### src/rtl/mem_arbiter.sv
// Shares one memory port between the fetch stage and the memory stage. Data
// accesses have priority, bounded by a starvation limit, and a bus timeout.
module mem_arbiter #(
    parameter int ADDR_W       = 16,
    parameter int DATA_W       = 16,
    parameter int STARVE_LIMIT = 4,
    parameter int TIMEOUT      = 16
) (
    input  logic              clk,
    input  logic              reset,
    input  logic              if_req,
    input  logic [ADDR_W-1:0] if_addr,
    output logic              if_valid,
    output logic [DATA_W-1:0] if_rdata,
    input  logic              dm_rd,
    input  logic              dm_wr,
    input  logic [ADDR_W-1:0] dm_addr,
    input  logic [DATA_W-1:0] dm_wdata,
    output logic              dm_valid,
    output logic [DATA_W-1:0] dm_rdata,
    output logic              stall_fetch,
    output logic              stall_mem,
    output logic              mem_req,
    output logic              mem_we,
    output logic [ADDR_W-1:0] mem_addr,
    output logic [DATA_W-1:0] mem_wdata,
    input  logic              mem_ready,
    input  logic [DATA_W-1:0] mem_rdata,
    output logic              bus_err
);
    localparam int SW = $clog2(STARVE_LIMIT + 1);
    localparam int BW = $clog2(TIMEOUT + 1);

    typedef enum logic [1:0] {IDLE, BUSY_IF, BUSY_DM} state_t;

    state_t          state;
    logic [SW-1:0]   starve_cnt;
    logic [BW-1:0]   busy_cnt;
    logic            dm_any;
    logic            bubble;
    logic            fetch_win;
    logic            starved;
    logic            done;

    assign dm_any      = dm_rd | dm_wr;
    assign starved     = (starve_cnt == SW'(STARVE_LIMIT));
    assign fetch_win   = if_req & (~dm_any | starved);
    assign done        = mem_ready | (busy_cnt == BW'(TIMEOUT - 1));
    // The cycle a valid pulses carries a stale request level from the returning
    // requester; no grant is made then, so neither port wins the turnaround.
    assign bubble      = if_valid | dm_valid;
    assign stall_fetch = if_req & ~if_valid;
    assign stall_mem   = dm_any & ~dm_valid;

    always_ff @(posedge clk) begin
        if (reset) begin
            state      <= IDLE;
            starve_cnt <= '0;
            busy_cnt   <= '0;
            mem_req    <= 1'b0;
            mem_we     <= 1'b0;
            mem_addr   <= '0;
            mem_wdata  <= '0;
            if_valid   <= 1'b0;
            dm_valid   <= 1'b0;
            if_rdata   <= '0;
            dm_rdata   <= '0;
            bus_err    <= 1'b0;
        end else begin
            if_valid <= 1'b0;
            dm_valid <= 1'b0;
            if (!if_req)
                starve_cnt <= '0;
            case (state)
                IDLE: begin
                    busy_cnt <= '0;
                    if (!bubble) begin
                        if (fetch_win) begin
                            state      <= BUSY_IF;
                            mem_req    <= 1'b1;
                            mem_we     <= 1'b0;
                            mem_addr   <= if_addr;
                            starve_cnt <= '0;
                        end else if (dm_any) begin
                            state     <= BUSY_DM;
                            mem_req   <= 1'b1;
                            mem_we    <= dm_wr;  // rd+wr together is a store
                            mem_addr  <= dm_addr;
                            mem_wdata <= dm_wdata;
                            if (if_req && !starved)
                                starve_cnt <= starve_cnt + SW'(1);
                        end
                    end
                end
                BUSY_IF, BUSY_DM: begin
                    if (done) begin
                        state    <= IDLE;
                        mem_req  <= 1'b0;
                        busy_cnt <= '0;
                        if (!mem_ready)
                            bus_err <= 1'b1;
                        if (state == BUSY_IF) begin
                            if_valid <= 1'b1;
                            if_rdata <= mem_ready ? mem_rdata : '0;
                        end else begin
                            dm_valid <= 1'b1;
                            if (!mem_we)
                                dm_rdata <= mem_ready ? mem_rdata : '0;
                        end
                    end else begin
                        busy_cnt <= busy_cnt + BW'(1);
                    end
                end
                default: state <= IDLE;
            endcase
        end
    end
endmodule

### config.mk
export PLATFORM = sky130hd
export DESIGN_NAME = mem_arbiter
export DESIGN_NICKNAME = d
export VERILOG_FILES = /design/src/rtl/mem_arbiter.sv
export SDC_FILE = /design/constraint.sdc
export NUM_CORES = 1
export LEC_CHECK = 0
export ABC_AREA = 1
export BUFFER_PORTS_ARGS = -buffer_cell sky130_fd_sc_hd__buf_2
export CORE_MARGIN = 4
export CORE_UTILIZATION = 53
export DETAILED_ROUTE_END_ITERATION = 8
export PLACE_DENSITY = 0.84
export SLEW_MARGIN = 30
export SYNTH_ARGS = -nofsm -noshare
export SYNTH_HDL_FRONTEND = slang
export SYNTH_SLANG_ARGS = --single-unit
### constraint.sdc
create_clock -name clk -period 5.1 [get_ports clk]
set_input_delay 0.765 -clock clk [delete_from_list [all_inputs] [get_ports clk]]
set_output_delay 0.765 -clock clk [all_outputs]
set_load 0.05 [all_outputs]
==> out/metrics.yaml <==
run_status:
  outcome: "finished, final reports clean"
floorplanning:
  die_area_sq_um: 8263
  start_util_pct: 56.08
  num_rows: 29
  die_h_microns: 90.90
  core_sq_um: 6495
  die_w_microns: 90.90
  boundaryPins: 141
critical_path:
  slowest_delay_ns: 0.29
  crit_path_frequent_cell: "buf_2"
  cp_cell_sequence: "buf_2, nor2_2, nor2_1, buf_2"
  cp-endpoint: "stall_mem"
  crit_path_max_fanout: 3
  worst_path_max_delay_cell: "buf_2"
  start_kind: "input pin"
  rr_startpoint: "busy_cnt[0]"
  crit_type: "input pin to output port"
  reg2reg_depth: 8
  cp-end-kind: "output port"
  arrival_ns: 1.36
  crit_start: "dm_wr"
  r2r_end: "dm_rdata[8]"
  required_ns: 4.34
  ff2ff_setup_slack_ns: 3.01
sta:
  slew_violations: 0
  min_period_ns: 2.124
  worst_hold_slack_ns: 0.4622
  tightest_slew_ns: 0.8893
  fmax_mhz: 470.9
  post-route-period-util_pct: 41.64
  setup_viol: 0
  fin_worst_skew_ns: 0.01109
  grt_setup_unrepaired: "false"
  hold_viol: 0
  finalSetupTns_ns: 0
  slew_headroom_pct: 40.72
clock_tree:
  clock_latency_ns: 0.35
  cts_setup_buffers: 0
  cts.clk_slew.worst_paths_ns: 0.08
  cts_num_sinks: 79
  cts-hold-fix-buffers: 0
  cts_max_path_buffers: 2
  cts_tree: "done"
  h-tree-depth: 3
  cts_inserted_buffers: 9
  cts_root_buf: "clkbuf_8"
  cts_resized: 0
hold_path:
  min_path_cells: 2
  min_path_type: "register to register"
layout:
  antennaDiodeCount: 0
  drive_above_1_share_pct: 29.35
  syn2layout_area_growth_pct: 21.85
  stdcell_area_sq_um: 4438
  finalNetCount: 692
  utilization_pct: 68.33
  nFillCells: 555
yosys:
  synth_top_area_share_pct: 43.42
  ys_warn_count: 0
  synthesis.area_sq_um: 3642
  syn_nets: 567
  yosysTopAreaCell: "dfxtp_1"
  syn_area_per_cell_sq_um: 7.433
  ys_seq_area_share_pct: 43.42
  synth.distinct_cells: 34
  netlist_instances: 490
  synth.area.top_cells: "dfxtp_1, nand2_1, nand3_1"
  yosys_register_bits: 79
routing:
  wl_microns: 8983
  drtPass1Iterations: 5
  first_iter_violations: 148
  post_drt_wl_per_cell_microns: 12.89
  viasPerCell: 5.096
  ant_nets: 0
  drc: 0
  num_vias: 3552
placed_design:
  place_area_sq_um: 4249
  gp_congestion: 0.8089
  port_buffers: 140
  hpwlAfterDp_microns: 6407
pwr:
  irDropWorstVdd_mv: 0.2124
  power.density_nw_per_um2: 370.8
  leakagePower_uw: 0.002357
global_route:
  grt.total_usage_pct: 21.39
  antenna_found_initial: 0
  overflow: 0
  grt_pass1_vias: 3330
  grt_max_degree: 51
  grt_first_pass_wirelength_microns: 14630
job:
  drv_cap: 0
==> stage by stage <==
stage	instances	setup WS (ns)	total power (uW)
floorplan	490	2.887	1121
global placement	681	2.846	1204
detailed placement	681	2.822	1214
CTS	697	2.984	1659
global route	697	2.821	1733
finish	697	2.976	1646
==> metal layers <==
| metal | GRT usage, % | up-vias | routed length [microns] |
|---|---|---|---|
| met5 | 0 | - | 0 |
| met4 | 9.548 | 0 | 216 |
| met3 | 6.250 | 21 | 738 |
| met2 | 36.87 | 132 | 4360 |
| met1 | 24.56 | 1590 | 3667 |
| li1 | - | 1809 | - |
==> where the power goes <==
group / switching [uW] / total, uW / internal [uW]
Combinational: 374 / 503 / 129
Sequential: 29.1 / 699 / 669
Clock: 220 / 444 / 224
Total: 623 / 1650 / 1020
==> worst min-delay path by stage <==
| stage | slack, ns | startpoint | endpoint |
|---|---|---|---|
| 2_1_floorplan | 0.45 | starve_cnt[0] | starve_cnt[0] |
| 3_3_place_gp | 0.45 | if_rdata[7] | if_rdata[7] |
| 3_5_place_dp | 0.45 | if_rdata[1] | if_rdata[1] |
| 4_1_cts | 0.46 | mem_wdata[9] | mem_wdata[9] |
| 5_1_grt | 0.48 | mem_wdata[9] | mem_wdata[9] |
| 6_report | 0.46 | mem_wdata[11] | mem_wdata[11] |
==> worst max-delay path, delay by kind of cell <==
family | cells | cell delay, ns
buf+inv | 2 | 0.41
simple gates | 2 | 0.18
==> registers in the layout, indices dropped and copies added (netlist names) <==
signal and cells:
mem_we 1, starve_cnt 3, state 2, dm_rdata 16, if_rdata 16, if_valid 1, bus_err 1, dm_valid 1
busy_cnt 5, mem_wdata 16, mem_addr 16, mem_req 1
==> placed cells by master, fill, tap and decap left out, types with 6 or more instances in the layout <==
master and n:
inv_1 60, nor2_1 13, a21oi_1 69, inv_2 6, clkbuf_8 9, buf_2 140, dfxtp_1 79, ha_1 7
nand2_1 126, nand3_1 71
==> cell usage after synthesis (all sizes together) <==
master,instances
nor2,19
clkbuf,5
nand4,1
nand3,74
o21ai,1
a21oi,70
and3,1
nor4,1
nor3,1
inv,67
nor3b,1
xor2,3
ha,7
o21a,1
a211oi,1
a22oi,1
dfxtp,79
buf,22
nand2,135
==> cell families after synthesis <==
group,after synthesis,synth area share (%)
buf+inv,94,12.47
xor+xnor,3,0.7215
simple gates,233,30.51
compound gates,74,10.48
flops,79,43.42
fa+ha+maj,7,2.405
==> layout make-up <==
cell class / instances / area (sq um) / area share [%]
flip-flops and latches: 79 / 1582 / 35.64
clock inverters: 6 / 61.31 / 1.381
clock buffers: 10 / 127.6 / 2.876
repair buffers: 141 / 708.2 / 15.96
inverters: 67 / 256.5 / 5.780
multi-input cells: 317 / 1607 / 36.20
well taps: 77 / 96.34 / 2.171
Note: power is estimated with default switching activity, not from simulation.
